===== src/rtl/slow_clock_pkg.sv =====
// Shared types and helpers for the slow-clock generator.
// Holds the mode encoding and the per-rate divisor rule.
package slow_clock_pkg;

    typedef enum logic [1:0] {
        RUN        = 2'd0,
        PAUSED     = 2'd1,
        STEP       = 2'd2,
        PAUSE_PEND = 2'd3
    } mode_t;

    function automatic int unsigned div_for_rate(
        input int unsigned div0,
        input int unsigned shift,
        input int unsigned k
    );
        int unsigned d;
        d = div0 >> (shift * k);
        return (d < 2) ? 2 : d;
    endfunction

endpackage


===== src/rtl/slow_clock_ctrl_key_debounce.sv =====
// Key conditioner: 2-flop synchroniser plus stability counter.
// level only follows the key after DEBOUNCE_CYCLES identical samples.
module key_debounce #(
    parameter int unsigned DEBOUNCE_CYCLES = 1_000_000
) (
    input  logic clk,
    input  logic reset,
    input  logic key_n,
    output logic level
);

    localparam int unsigned CW =
        (DEBOUNCE_CYCLES > 1) ? $clog2(DEBOUNCE_CYCLES) : 1;
    localparam logic [CW-1:0] LAST = CW'(DEBOUNCE_CYCLES - 1);

    logic          sync1;
    logic          sync2;
    logic [CW-1:0] cnt;

    always_ff @(posedge clk or negedge reset) begin
        if (!reset) begin
            sync1 <= 1'b1;
            sync2 <= 1'b1;
            cnt   <= '0;
            level <= 1'b1;
        end else begin
            sync1 <= key_n;
            sync2 <= sync1;
            if (sync2 == level) begin
                cnt <= '0;
            end else if (cnt == LAST) begin
                cnt   <= '0;
                level <= sync2;
            end else begin
                cnt <= cnt + CW'(1);
            end
        end
    end

endmodule


===== src/rtl/slow_clock_ctrl.sv =====
// Board slow-clock generator with run/pause and single-step keys.
// Define CYCLE_COUNT_EN to build the cycle_count tick counter.
module slow_clock_ctrl
    import slow_clock_pkg::*;
#(
    parameter int unsigned DIV0            = 100_000_000,
    parameter int unsigned NRATES          = 4,
    parameter int unsigned RATE_SHIFT      = 2,
    parameter int unsigned DEBOUNCE_CYCLES = 1_000_000,
    parameter int unsigned NCOUNT          = 16
) (
    input  logic                      clk,
    input  logic                      reset,
    input  logic [$clog2(NRATES)-1:0] rate_sel,
    input  logic                      key_run_n,
    input  logic                      key_step_n,
    output logic                      clk_slow,
    output logic                      tick,
    output mode_t                     mode,
    output logic [NCOUNT-1:0]         cycle_count
);

    localparam int unsigned DW = $clog2(DIV0 + 1);

    logic [DW-1:0] count;
    logic [DW-1:0] count_adv;
    logic [DW-1:0] count_next;
    logic [DW-1:0] div_q;
    logic [DW-1:0] div_eff;
    logic [DW-1:0] rate_div;
    logic [DW-1:0] hi;
    logic          fresh;
    logic          wrap;
    logic          clk_adv;
    logic          clk_next;
    logic          fall;
    logic          adv;
    logic          park;
    mode_t         mode_next;
    int unsigned   rate_k;

    logic run_level;
    logic step_level;
    logic run_prev;
    logic step_prev;
    logic run_press;
    logic step_press;

    key_debounce #(.DEBOUNCE_CYCLES(DEBOUNCE_CYCLES)) u_run_key (
        .clk   (clk),
        .reset (reset),
        .key_n (key_run_n),
        .level (run_level)
    );

    key_debounce #(.DEBOUNCE_CYCLES(DEBOUNCE_CYCLES)) u_step_key (
        .clk   (clk),
        .reset (reset),
        .key_n (key_step_n),
        .level (step_level)
    );

    assign run_press  = run_prev & ~run_level;
    assign step_press = step_prev & ~step_level;

    // Until the first edge after reset the live rate_sel sets the divisor.
    always_comb begin
        rate_k = (32'(rate_sel) >= NRATES) ? NRATES - 1 : 32'(rate_sel);
        rate_div = DW'(div_for_rate(DIV0, RATE_SHIFT, rate_k));
        div_eff = fresh ? rate_div : div_q;
        hi = div_eff - (div_eff >> 1);
        wrap = (count == div_eff - DW'(1));
        count_adv = wrap ? '0 : count + DW'(1);
        clk_adv = (count < hi);
        fall = clk_slow & ~clk_adv;
    end

    // adv steps the divider; park forces count=0 and a low output.
    always_comb begin
        mode_next = mode;
        adv       = 1'b0;
        park      = 1'b0;
        unique case (mode)
            RUN: begin
                if (run_press && !clk_slow) begin
                    mode_next = PAUSED;
                    park      = 1'b1;
                end else begin
                    adv = 1'b1;
                    if (run_press) begin
                        if (fall) begin
                            mode_next = PAUSED;
                            park      = 1'b1;
                        end else begin
                            mode_next = PAUSE_PEND;
                        end
                    end
                end
            end
            PAUSE_PEND: begin
                adv = 1'b1;
                if (run_press) begin
                    mode_next = RUN;
                end else if (fall) begin
                    mode_next = PAUSED;
                    park      = 1'b1;
                end
            end
            PAUSED: begin
                park = 1'b1;
                if (run_press) begin
                    mode_next = RUN;
                end else if (step_press) begin
                    mode_next = STEP;
                end
            end
            STEP: begin
                adv = 1'b1;
                if (wrap) begin
                    mode_next = PAUSED;
                    park      = 1'b1;
                end
            end
            default: mode_next = RUN;
        endcase
        count_next = park ? '0 : (adv ? count_adv : count);
        clk_next   = adv ? clk_adv : (park ? 1'b0 : clk_slow);
    end

    always_ff @(posedge clk or negedge reset) begin
        if (!reset) begin
            count     <= '0;
            div_q     <= DW'(2);
            fresh     <= 1'b1;
            clk_slow  <= 1'b0;
            tick      <= 1'b0;
            mode      <= RUN;
            run_prev  <= 1'b1;
            step_prev <= 1'b1;
        end else begin
            fresh     <= 1'b0;
            if (fresh || (adv && wrap)) begin
                div_q <= rate_div;
            end
            count     <= count_next;
            clk_slow  <= clk_next;
            tick      <= clk_next & ~clk_slow;
            mode      <= mode_next;
            run_prev  <= run_level;
            step_prev <= step_level;
        end
    end

`ifdef CYCLE_COUNT_EN
    always_ff @(posedge clk or negedge reset) begin
        if (!reset) begin
            cycle_count <= '0;
        end else if (clk_next && !clk_slow) begin
            cycle_count <= cycle_count + NCOUNT'(1);
        end
    end
`else
    assign cycle_count = '0;
`endif

endmodule


===== config.mk =====
export PLATFORM = sky130hd
export DESIGN_NAME = slow_clock_ctrl
export DESIGN_NICKNAME = d
export VERILOG_FILES = /design/src/rtl/slow_clock_pkg.sv /design/src/rtl/slow_clock_ctrl_key_debounce.sv /design/src/rtl/slow_clock_ctrl.sv
export SDC_FILE = /design/constraint.sdc
export NUM_CORES = 1
export LEC_CHECK = 0
export ABC_AREA = 1
export CORE_MARGIN = 2
export CORE_UTILIZATION = 55
export DETAILED_ROUTE_END_ITERATION = 10
export PLACE_DENSITY = 0.84
export SYNTH_ARGS = -nofsm -noshare
export SYNTH_HDL_FRONTEND = slang
export SYNTH_SLANG_ARGS = --single-unit

===== constraint.sdc =====
create_clock -name clk -period 5.55 [get_ports clk]
set_clock_uncertainty 0.15 [all_clocks]
set_input_delay 1.11 -clock clk [delete_from_list [all_inputs] [get_ports clk]]
set_output_delay 1.11 -clock clk [all_outputs]
set_load 0.005 [all_outputs]

==> results of run 1 <==
[where the power goes]
part / switching (W) / internal [W] / leakage [nW]
clock network: 0.000286 / 0.000314 / 0.141
registers: 0.0000125 / 0.000686 / 1.16
logic: 0.000325 / 0.000223 / 3.15
[cells by family (layout without fill, tap and decap cells)]
family          count (synthesis)  after routing  share of synthesized area, %
mux                             1              1                         0.143
compound gates                149            149                          11.7
xor+xnor                       44             44                          4.88
simple gates                  574            574                          32.8
buf+inv                       193            251                          10.5
fa+ha+maj                      67             67                          10.6
other cells                     2             19                        0.0951
flops                          92             92                          29.3
[worst paths after layout]
check | to | slack [ns] | cells after the start
max | count[4] | 0.27 | 31
min | u_run_key.sync2 | 0.21 | 0
max reg2reg | count[4] | 0.91 | 27
min reg2reg | u_run_key.sync2 | 0.21 | 0
max in group asynchronous | div_q[7] | 3.62 | 2
min in group asynchronous | u_step_key.cnt[16] | 0.54 | 1
[worst max-delay path: cells and delay by family]
kind            cells  cell delay (ns)
compound gates      6             0.88
xor+xnor            1             0.21
fa+ha+maj           3             0.85
buf+inv            11             1.53
simple gates       10             0.83
[what timing repair did]
item	4_1_cts	5_1_grt
resized for setup	0	25
endpoints found under the hold margin	0	0
setup buffers	0	1
setup endpoints to repair	0	29
[cell type report]
type,count,area [um2]
fillers,1205,4970
multi-input cells,854,4900
flip-flops and latches,92,2310
repair buffers,72,616
inverters,163,612
clock buffers,9,225
well taps,180,225
clock inverters,7,66.3
[routing by layer]
metal	GRT usage [%]	up-vias	part of all wire, %	routed length (um)
li1	-	3803	-	-
met1	36.4	3553	42	8550
met2	45.8	261	48	9660
met3	4.21	56	6.4	1290
met4	11.5	0	3.5	698
met5	0	-	0	0
[placed cells by master (no fill, tap or decap), types with 4 or more instances in the layout]
master	netlist	layout
sky130_fd_sc_hd__a21oi_1	53	47
sky130_fd_sc_hd__a21oi_2	21	27
sky130_fd_sc_hd__buf_4	18	60
sky130_fd_sc_hd__clkbuf_16	0	10
sky130_fd_sc_hd__clkdlybuf4s50_1	0	8
sky130_fd_sc_hd__conb_1	2	19
sky130_fd_sc_hd__dfrtp_1	82	82
sky130_fd_sc_hd__dfstp_2	10	10
sky130_fd_sc_hd__ha_1	67	64
sky130_fd_sc_hd__inv_1	157	157
sky130_fd_sc_hd__inv_2	3	4
sky130_fd_sc_hd__nand2_1	244	243
sky130_fd_sc_hd__nand2_2	10	11
sky130_fd_sc_hd__nand2_4	4	4
sky130_fd_sc_hd__nand3_1	109	108
sky130_fd_sc_hd__nand3_2	3	4
sky130_fd_sc_hd__nand3b_1	7	7
sky130_fd_sc_hd__nand4_1	32	32
sky130_fd_sc_hd__nor2_1	100	99
sky130_fd_sc_hd__nor2_2	5	6
sky130_fd_sc_hd__nor3_1	40	39
sky130_fd_sc_hd__nor3b_1	4	4
sky130_fd_sc_hd__nor4_1	9	7
sky130_fd_sc_hd__o21ai_0	35	29
sky130_fd_sc_hd__o21ai_1	5	10
sky130_fd_sc_hd__o21bai_1	13	12
sky130_fd_sc_hd__xnor2_1	8	8
sky130_fd_sc_hd__xor2_1	36	36
[state kept, by name, indices dropped and copies added, names as in the netlist]
name and flops:
u_run_key.sync1 1, tick 1, u_step_key.cnt 20, count 27, div_q 12, u_run_key.cnt 20
u_step_key.sync2 1, clk_slow 1, u_step_key.sync1 1, mode 2, run_prev 1, u_run_key.level 1
u_step_key.level 1, fresh 1, u_run_key.sync2 1, step_prev 1
[stage by stage]
step | std cells | util (%) | power [W] | setup TNS (ns) | instance area [um2]
finish | 1377 | 64.3 | 0.00185 | 0 | 8960
global route | 1377 | 64.3 | 0.00195 | -1.80 | 8960
CTS | 1375 | 63.5 | 0.00183 | 0 | 8850
detailed placement | 1359 | 61.4 | 0.00123 | -6.33 | 8560
global placement | 1359 | 61.4 | 0.00122 | -3.43 | 8560
floorplan | 1139 | - | 0.00104 | 0 | 7960
==> impl_summary.md, run 1 <==
Run status
The run finished with clean final reports.

Timing
The worst hold slack across all endpoints is 0.206 ns. The number of hold-slack violations in the final timing report is 0. Measured against its own limit, the worst slew margin works out to 52.2%. The minimum clock period after layout is 5.28 ns. The maximum clock frequency is 189 MHz.

The max-slew violation total from the final report is 0. Setup violations remaining at the end of the flow were counted as 0. The fraction of the cycle the final worst path needs is 95.2%. Setup slack closes at 0.269 ns. For the pin with the worst max-slew slack, the measured transition is 0.716 ns.

GRT
Across every metal layer, demand over resource in global routing totals 27.7%. The first global-routing pass estimated 33.8 mm of wire. The via count of the first global-routing pass is 7,182. Summed over all layers, the global routing overflow is 0. The maximum number of pins on one net before global-route repair is 60. The number of antenna violations at the first check in global routing was 0.

Drt
The detailed router finished its first iteration with 603 violations. The number of optimization iterations in the first detailed-route pass is 6. The post-detailed-route wirelength per cell is 14.7 um. The total via count after detailed routing is 7,673. Once detail routing completed, the nets flagged for antenna violations numbered 0. In the routed design, unresolved DRC markers number 0. The per-cell via count in the routed design is 5.57. The final wirelength is 20.2 mm.

Hold path
The launch instance of the worst min-delay path is u_run_key.sync1. The path class of the tightest hold or removal check is reg2reg.

Setup path
The beginning of the worst register-to-register path is fresh. Data on the critical path is required at its endpoint by 5.67 ns. The library cell contributing the largest single delay on the critical path is sky130_fd_sc_hd__clkdlybuf4s50_1. By instance count, the cell type seen most on the critical path is sky130_fd_sc_hd__inv_1.

The nature of the critical path startpoint is an input port. Of all nets on the critical path, the largest fanout is 16. The largest incremental delay on the critical path is 0.48 ns. The critical path class is in2reg. The data arrival at the endpoint of the critical path is 5.40 ns. The critical path startpoint is rate_sel[0].

STA classifies the critical path endpoint as a register.

Final layout
Relative to the synthesized area, the layout overhead comes to 13.5%. The proportion of layout cells with a drive suffix above 1 is 13.7%. The number of antenna cells inserted is 0. The net total in the final layout is 1,265.

Yosys
For this run, the leading register cell type out of synthesis is sky130_fd_sc_hd__dfrtp_1. The synthesized design contains 0 enable-type register cells. The async set or reset register ratio after synthesis is 100%. The average instance in the mapped netlist occupies 7.04 um2. Sequential elements use 29.3% of the synthesized area. In this run, distinct cell masters in the synthesized netlist total 48. Ranked by instance count, the synthesized netlist is headed by 244 x sky130_fd_sc_hd__nand2_1, 157 x sky130_fd_sc_hd__inv_1, 109 x sky130_fd_sc_hd__nand3_1, 100 x sky130_fd_sc_hd__nor2_1, 82 x sky130_fd_sc_hd__dfrtp_1. Of the post-synthesis cell area, the dominant cell type holds 26.0%. By area the synthesized netlist is led by sky130_fd_sc_hd__dfrtp_1 26%, sky130_fd_sc_hd__nand2_1 12%, sky130_fd_sc_hd__ha_1 11%, sky130_fd_sc_hd__inv_1 7.5%, sky130_fd_sc_hd__nand3_1 6.9%. The largest area contributor in the synthesized netlist is sky130_fd_sc_hd__dfrtp_1. Synthesis produced a netlist whose cell count is 1,122.

The warning count from the yosys run is 0. The cell area that synthesis handed to floorplanning was 7900 um2. Synthesis inferred 92 register bits. The most common cell in the synthesized netlist is sky130_fd_sc_hd__nand2_1.

Clocking
The longest clock path from root to sink contains 2 buffers. The clock tree root driver cell is sky130_fd_sc_hd__clkbuf_16. The number of clock sinks seen by CTS is 92.

TritonCTS built the clock tree. For this design, the CTS-stage hold fixing added 0 buffers. At the later pin of the worst-skew pair, clock insertion delay measures 0.35 ns. After clock tree synthesis, the clock-pin slew on the worst setup and hold paths is 0.06 ns.

The CTS buffer count is 9. The depth of the CTS H-tree is 3.

Floorplan
The height of the chip is 124 um. The horizontal die dimension is 124 um. The number of cell rows is 43. The floorplan step defined a die boundary enclosing 15,300 um2.

For this configuration, the core starts out at a cell density of 56.7%. During I/O placement, the number of pins put on the boundary was 26. The area of the placeable core is 13,900 um2.

Power and ir drop
The analysis attributes to cell leakage a power of 4.44 nW. The power density of the placed cells is 206 nW/um2. IR analysis of the VDD net gives a maximum drop of 0.150 mV.

Place
The detailed placer's ending HPWL is 15.5 mm. The global placement routability congestion is 0.998. Before CTS, the worst setup slack after placement is -0.270 ns. Buffers placed on the I/O ports in this run total 9.

Job
The max-cap violation count is 0.
No activity file was read; power rests on OpenSTA's default activity.
==> inputs of run 2 (changes only) <==
--- a/config.mk
+++ b/config.mk
@@ -9,6 +9,7 @@
 export CORE_MARGIN = 2
 export CORE_UTILIZATION = 55
 export DETAILED_ROUTE_END_ITERATION = 10
+export GPL_TIMING_DRIVEN = 0
 export PLACE_DENSITY = 0.84
 export SYNTH_ARGS = -nofsm -noshare
 export SYNTH_HDL_FRONTEND = slang
==> impl_summary.md, run 2 (synthesis results as in run 1) <==
Final layout
The most frequent standard cell in the layout excluding fill and tap cells is sky130_fd_sc_hd__nand2_1 (unchanged). The area used by sequential logic in the layout is 2310 um2 (unchanged). The layout overhead on the synthesized area is 14.3% (was 13.5%). The post-route non-filler standard cell count is 1,357 (was 1,377).

The flip-flop count of the largest register, all copies and words added is 27 (unchanged). Commonest cells after routing, fill and taps aside: 238 x sky130_fd_sc_hd__nand2_1, 152 x sky130_fd_sc_hd__inv_1, 108 x sky130_fd_sc_hd__nand3_1, 98 x sky130_fd_sc_hd__nor2_1, 82 x sky130_fd_sc_hd__dfrtp_1 (was 243 x sky130_fd_sc_hd__nand2_1, 157 x sky130_fd_sc_hd__inv_1, 108 x sky130_fd_sc_hd__nand3_1, 99 x sky130_fd_sc_hd__nor2_1, 82 x sky130_fd_sc_hd__dfrtp_1). The number of fillers in the final layout is 1,210 (was 1,205). The register ranked first by flip-flop count is count (unchanged). The proportion of layout cells with a drive suffix above 1 was 13.8% (was 13.7%). The number of antenna cells inserted came to 0 (unchanged). The multi-input combinational cell area is 5100 um2 (was 4900 um2). The net total in the final layout is 1,245 (was 1,265).

Biggest registers after layout: count (27), u_run_key.cnt (20), u_step_key.cnt (20) (unchanged).

Power and ir drop
The share of total power in sequential cells is 36.8% (was 37.9%). The design internal power was 0.00126 W (was 0.00122 W). The worst voltage drop across the vdd grid is 0.237 mV (was 0.150 mV). The power density of the placed cells came to 210 nW/um2 (was 206 nW/um2). The power spent charging and discharging nets is 0.000641 W (was 0.000623 W). The share of total power in combinational logic is 28.9% (was 29.7%). The leakage component of the power was 4.40 nW (was 4.44 nW).

The share of total power consumed by net switching was 33.8% (about the same). The relative contribution of the clock network to total power is 34.4% (was 32.5%). The post-layout total power came to 0.00190 W (was 0.00185 W).

Drt
The total via count after detailed routing is 7,776 (was 7,673). The final wirelength came to 20.3 mm (was 20.2 mm). The final routed DRC violation total is 0 (unchanged). The per-cell via count in the routed design came to 5.73 (was 5.57).

The number of optimization iterations in the first detailed-route pass is 5 (was 6). The remaining antenna violation count is 0 (unchanged). The post-detailed-route wirelength per cell is 15.0 um (was 14.7 um). The initial DRC count came to 724 (was 603).

GRT
The peak-usage layer in the global routing report is met2 (unchanged). The combined global-route utilization of all metal layers is 27.5% (was 27.7%). The residual overflow from global routing is 0 (unchanged). The via count of the first global-routing pass is 7,088 (was 7,182).

The global-route track usage on met3 is 5.27% (was 4.21%). The met2 usage in global routing came to 44.9% (was 45.8%). The wire length of the first global-routing pass is 33.2 mm (was 33.8 mm). The maximum number of pins on one net before global-route repair came to 62 (was 60). The met1 track demand over resource came to 36.3% (was 36.4%). The number of antenna violations at the first check in global routing came to 0 (unchanged).

Timing
The maximum clock frequency is 187 MHz (was 189 MHz). The number of hold-slack violations in the final timing report is 0 (unchanged). The final total negative setup slack is 0 ns (unchanged).

The max-slew violation total from the final report came to 0 (unchanged). The number of endpoints failing setup at the final stage is 0 (unchanged). The minimum clock period after layout is 5.35 ns (was 5.28 ns). The worst hold slack across all endpoints is 0.206 ns (about the same). The fraction of the cycle the final worst path needs is 96.5% (was 95.2%). The headroom to the max-slew limit is 53.9% (was 52.2%). The transition time at the pin with the least slew margin is 0.692 ns (was 0.716 ns).

Place
The number of port buffers is 9 (unchanged). The detailed placer's ending HPWL is 14.8 mm (was 15.5 mm). The global placement routability congestion is 0.990 (was 0.998).

The total placed cells including tap cells is 1,329 (was 1,359).

Setup path
The number of buffers and inverters on the critical path was 6 (was 11). The largest fanout of any net on the critical path came to 10 (was 16). The data required time at the worst endpoint is 5.67 ns (about the same). The critical path class is in2reg (unchanged). The library cell contributing the largest single delay on the critical path was sky130_fd_sc_hd__dlygate4sd2_1 (was sky130_fd_sc_hd__clkdlybuf4s50_1). The nature of the critical path startpoint is an input port (unchanged). The category of the worst setup path capture point was a register (unchanged).

The library cell appearing most often on the critical path is sky130_fd_sc_hd__nand2_2 (was sky130_fd_sc_hd__inv_1). The data arrival at the endpoint of the critical path is 5.48 ns (was 5.40 ns). The largest incremental delay on the critical path was 0.30 ns (was 0.48 ns). The cell family with the largest share of critical-path delay is compound AO/OA/AOI/OAI gates (was buffers and inverters).

Floorplan
The area of the placeable core came to 13,900 um2 (unchanged). The die area is 15,300 um2 (unchanged). The height of the chip is 124 um (unchanged).

The number of ports placed on the die boundary is 26 (unchanged). The number of cell rows is 43 (unchanged). The horizontal die dimension was 124 um (unchanged). The initial cell density of the core is 56.7% (unchanged).

Clocking
The clock latency of the later-clocked register in the worst-skew pair was 0.36 ns (was 0.35 ns). The number of clock sinks seen by CTS is 92 (unchanged). The CTS buffer count is 9 (unchanged). The hold buffer count at cts is 0 (unchanged).

The clock-pin slew on the worst setup and hold paths is 0.07 ns (was 0.06 ns). The depth of the CTS H-tree is 3 (unchanged). The clock tree from TritonCTS is yes (unchanged). The clock tree root driver cell is sky130_fd_sc_hd__clkbuf_16 (unchanged). The buffer depth of the longest clock path came to 2 (unchanged).

Job
The max-cap violation count is 0 (unchanged).

Hold path
The class of the tightest hold or removal check is reg2reg (unchanged).

Run status
Run status: finished, final reports clean (unchanged).
-- run 2: cell types whose count changed in the layout (fill, tap and decap cells not counted), moves of 4 or more --
cell and delta:
sky130_fd_sc_hd__o21ai_4 +4, sky130_fd_sc_hd__inv_1 -5, sky130_fd_sc_hd__o21ai_1 -5, sky130_fd_sc_hd__ha_4 +4, sky130_fd_sc_hd__buf_4 -28, sky130_fd_sc_hd__nand2_1 -5
-- run 2: stage by stage --
stage          cell area [um2]  util (%)  worst slack (ns)
6_report                  9030      64.8             0.196
5_1_grt                   9030      64.8           -0.0256
4_1_cts                   8760      62.9            0.0273
3_5_place_dp              8300      59.6             -1.87
3_3_place_gp              8280      59.4             -1.75
2_1_floorplan             7960         -             0.152
-- run 2: final timing paths --
kind	from	slack [ns]	endpoint	cells past startpoint
max in group asynchronous	reset	4.03	fresh	2
worst min register to register	u_run_key.sync1	0.21	u_run_key.sync2	0
worst max register to register	fresh	0.56	count[4]	24
worst max-delay path	rate_sel[1]	0.20	count[4]	28
worst min-delay path	u_run_key.sync1	0.21	u_run_key.sync2	0
min in group asynchronous	reset	0.53	u_step_key.cnt[15]	1
-- run 2: final cells by class --
class                           count  share of cell area [%]
Multi-Input combinational cell    855                    56.5
Sequential cell                    92                    25.6
Inverter                          163                    6.96
Timing Repair Buffer               23                    2.51
Clock buffer                        9                    2.49
Tap cell                          180                    2.49
Buffer                             28                    2.42
Clock inverter                      7                    1.04
-- run 2: power by group through the flow --
stage / Combinational [W] / Clock, W / Sequential (W)
4_1_cts: 0.000478 / 0.000667 / 0.000697
3_5_place_dp: 0.000450 / 0 / 0.000709
6_report: 0.000548 / 0.000652 / 0.000698
2_1_floorplan: 0.000334 / 0 / 0.000707
5_1_grt: 0.000613 / 0.000691 / 0.000700
3_3_place_gp: 0.000437 / 0 / 0.000709
-- run 2: routing by layer --
| layer | up-vias | share of wire, % |
|---|---|---|
| li1 | 3777 | - |
| met1 | 3598 | 41 |
| met2 | 339 | 47 |
| met3 | 62 | 7.9 |
| met4 | 0 | 3.3 |
| met5 | - | 0 |
-- run 2: timing repair --
| item | in CTS | in global routing |
|---|---|---|
| resized for setup | 30 | 42 |
| endpoints found under the setup margin | 31 | 29 |
| cloned | 0 | 1 |
| buffers inserted | 6 | 7 |
| pin swaps | 3 | 7 |
==> inputs of run 3 (changes only) <==
--- a/config.mk
+++ b/config.mk
@@ -11,6 +11,7 @@
 export DETAILED_ROUTE_END_ITERATION = 10
 export GPL_TIMING_DRIVEN = 0
 export PLACE_DENSITY = 0.84
+export SLEW_MARGIN = 20
 export SYNTH_ARGS = -nofsm -noshare
 export SYNTH_HDL_FRONTEND = slang
 export SYNTH_SLANG_ARGS = --single-unit
==> impl_summary.md, run 3 (synthesis results as in run 1) <==
Clocking
The clock tree from TritonCTS is yes (unchanged). The clock-pin slew on the worst setup and hold paths was 0.07 ns (about the same). The number of clock sinks seen by CTS was 92 (unchanged). The CTS buffer count is 9 (unchanged). The buffer depth of the longest clock path is 2 (unchanged). The clock latency of the later-clocked register in the worst-skew pair was 0.36 ns (about the same). The clock tree root driver cell is sky130_fd_sc_hd__clkbuf_16 (unchanged). The depth of the CTS H-tree is 3 (unchanged).

Setup path
The category of the worst setup path capture point is a register (unchanged). The beginning of the worst register-to-register path is fresh (unchanged). The library cell appearing most often on the critical path is sky130_fd_sc_hd__o21ai_2 (was sky130_fd_sc_hd__nand2_2). The largest fanout of any net on the critical path is 12 (was 10).

The critical path startpoint is rate_sel[1] (unchanged). The slack of the worst reg-to-reg path is 0.50 ns (was 0.56 ns). The data required time at the worst endpoint was 5.68 ns (was 5.67 ns). The capture point of the worst reg-to-reg path is count[4] (unchanged). Walking the worst path, the cells encountered are dlygate4sd2_1 > nand2_2 > o21ai_2 > ha_1 > clkinv_1 > nor2_1 > nand2_1 > o21ai_2 > nand2_1 > nand2_2 > a21oi_4 > o21ai_2 > xor2_1 > ha_1 > a21oi_1 > o21ai_0 > nand2_1 > nand3_1 > a31oi_4 > nand2_4 > o21ai_2 > clkinv_2 > clkbuf_8 > a21oi_2. The worst reg2reg path depth was 24 (unchanged).

The largest incremental delay on the critical path came to 0.43 ns (was 0.30 ns). The critical path class is in2reg (unchanged). The critical path capture point is count[4] (unchanged).

The library cell contributing the largest single delay on the critical path is sky130_fd_sc_hd__ha_1 (was sky130_fd_sc_hd__dlygate4sd2_1). The data arrival at the endpoint of the critical path was 5.48 ns (about the same). The nature of the critical path startpoint was an input port (unchanged).

Timing
The max-slew violation total from the final report is 0 (unchanged). The worst hold slack across all endpoints is 0.206 ns (about the same). The transition time at the pin with the least slew margin is 0.702 ns (was 0.692 ns). Setup repair after global routing left no endpoint under its margin.

The final total negative setup slack was 0 ns (unchanged). The headroom to the max-slew limit is 53.2% (was 53.9%). The maximum clock frequency is 187 MHz (about the same).

The fraction of the cycle the final worst path needs is 96.5% (about the same). The number of hold-slack violations in the final timing report is 0 (unchanged). The number of endpoints failing setup at the final stage was 0 (unchanged). The minimum clock period after layout is 5.36 ns (was 5.35 ns).

GRT
The residual overflow from global routing is 0 (unchanged). The maximum number of pins on one net before global-route repair is 61 (was 62). The number of antenna violations at the first check in global routing is 0 (unchanged). The via count of the first global-routing pass is 7,096 (was 7,088). The combined global-route utilization of all metal layers is 27.8% (was 27.5%). The wire length of the first global-routing pass is 33.3 mm (was 33.2 mm).

Drt
The per-cell via count in the routed design is 5.71 (was 5.73). The final wirelength is 20.6 mm (was 20.3 mm). The post-detailed-route wirelength per cell is 15.1 um (was 15.0 um). The remaining antenna violation count was 0 (unchanged). The final routed DRC violation total is 0 (unchanged). The initial DRC count is 780 (was 724). The total via count after detailed routing is 7,763 (was 7,776). The number of optimization iterations in the first detailed-route pass is 8 (was 5).

Final layout
The proportion of layout cells with a drive suffix above 1 is 14.3% (was 13.8%). The number of fillers in the final layout is 1,222 (was 1,210). The most frequent standard cell in the layout excluding fill and tap cells is sky130_fd_sc_hd__nand2_1 (unchanged).

Biggest registers after layout: count (27), u_run_key.cnt (20), u_step_key.cnt (20) (unchanged). The flip-flop count of the largest register, all copies and words added was 27 (unchanged). The register ranked first by flip-flop count is count (unchanged).

The net total in the final layout is 1,247 (was 1,245). The post-route non-filler standard cell count is 1,359 (was 1,357). The final core area utilization is 64.9% (was 64.8%).

The number of antenna cells inserted is 0 (unchanged). The multi-input combinational cell area is 5090 um2 (was 5100 um2). The area used by sequential logic in the layout came to 2310 um2 (unchanged). Commonest cells after routing, fill and taps aside: 238 x sky130_fd_sc_hd__nand2_1, 151 x sky130_fd_sc_hd__inv_1, 107 x sky130_fd_sc_hd__nand3_1, 98 x sky130_fd_sc_hd__nor2_1, 82 x sky130_fd_sc_hd__dfrtp_1 (was 238 x sky130_fd_sc_hd__nand2_1, 152 x sky130_fd_sc_hd__inv_1, 108 x sky130_fd_sc_hd__nand3_1, 98 x sky130_fd_sc_hd__nor2_1, 82 x sky130_fd_sc_hd__dfrtp_1). The layout overhead on the synthesized area came to 14.4% (was 14.3%).

Place
The global placement routability congestion came to 0.990 (unchanged). The number of port buffers was 9 (unchanged). The detailed placer's ending HPWL is 14.8 mm (about the same). The total placed cells including tap cells came to 1,329 (unchanged).

Hold path
The class of the tightest hold or removal check is reg2reg (unchanged).

Floorplan
The number of cell rows was 43 (unchanged). The initial cell density of the core is 56.7% (unchanged). The horizontal die dimension came to 124 um (unchanged). The height of the chip came to 124 um (unchanged). The number of ports placed on the die boundary came to 26 (unchanged).

The die area is 15,300 um2 (unchanged). The area of the placeable core is 13,900 um2 (unchanged).

Power and ir drop
The leakage component of the power is 4.41 nW (was 4.40 nW). The relative contribution of the clock network to total power came to 33.2% (was 34.4%). The power density of the placed cells is 208 nW/um2 (was 210 nW/um2). The post-layout total power was 0.00188 W (was 0.00190 W). The design internal power is 0.00125 W (was 0.00126 W).

The share of total power in combinational logic is 29.6% (was 28.9%). The worst voltage drop across the vdd grid was 0.230 mV (was 0.237 mV). The power spent charging and discharging nets was 0.000626 W (was 0.000641 W).

The share of total power consumed by net switching is 33.3% (was 33.8%). The share of total power in sequential cells came to 37.2% (was 36.8%).

Run status
Run status: finished, final reports clean (unchanged).

Job
The max-cap violation count was 0 (unchanged).
[run 3: how the worst min path moves through the flow]
stage / start / endpoint / slack [ns] / cells after the start
after detailed placement: u_run_key.sync1 / u_run_key.sync2 / 0.20 / 0
final: u_run_key.sync1 / u_run_key.sync2 / 0.21 / 0
after CTS: u_run_key.sync1 / u_run_key.sync2 / 0.21 / 0
after floorplan: u_run_key.sync1 / u_run_key.sync2 / 0.20 / 0
after global routing: u_run_key.sync1 / u_run_key.sync2 / 0.21 / 0
after global placement: u_run_key.sync1 / u_run_key.sync2 / 0.20 / 0
[run 3: what timing repair did]
| action | 4_1_cts | 5_1_grt |
|---|---|---|
| gates resized for setup | 31 | 44 |
| hold buffers | 0 | 0 |
| pin swaps | 3 | 11 |
| cloned | 0 | 0 |
| setup endpoints to repair | 31 | 29 |
| buffers inserted | 7 | 9 |
[run 3: stage by stage]
stage / area, um2 / setup WS, ns
floorplan: 7960 / 0.152
global placement: 8280 / -1.75
detailed placement: 8300 / -1.86
CTS: 8770 / 0.0156
global route: 9040 / 0.0353
finish: 9040 / 0.195
[run 3: cell type report]
class                      count  area share [%]
multi-input combinational    854            56.3
buffer                        28            2.48
tap                          180            2.49
inverter                     163            6.88
clock buffer                  10            2.53
sequential                    92            25.6
timing repair buffer          26            2.89
clock inverter                 6           0.789
[run 3: worst max-delay path, delay by kind of cell]
kind                       cells  cell delay (ns)
adders and majority gates      2             0.71
and+or+nand+nor                8             1.10
AOI/OAI and AO/OA              9             1.47
xor gates and xnor gates       1             0.18
buffers and inverters          4             0.90
[run 3: power by group through the flow]
stage	sequential [W]	clock [W]	combinational (W)
floorplan	0.000707	0	0.000334
global placement	0.000709	0	0.000437
detailed placement	0.000710	0	0.000450
CTS	0.000698	0.000640	0.000483
global route	0.000699	0.000663	0.000621
finish	0.000698	0.000625	0.000556
[run 3: routing by layer]
layer  track usage (%)  up-vias  wire length, um
met1              36.6     3607             8620
li1                  -     3767                -
met5                 0        -                0
met3              4.58       65             1510
met4              11.9        0              688
met2              45.4      324             9730
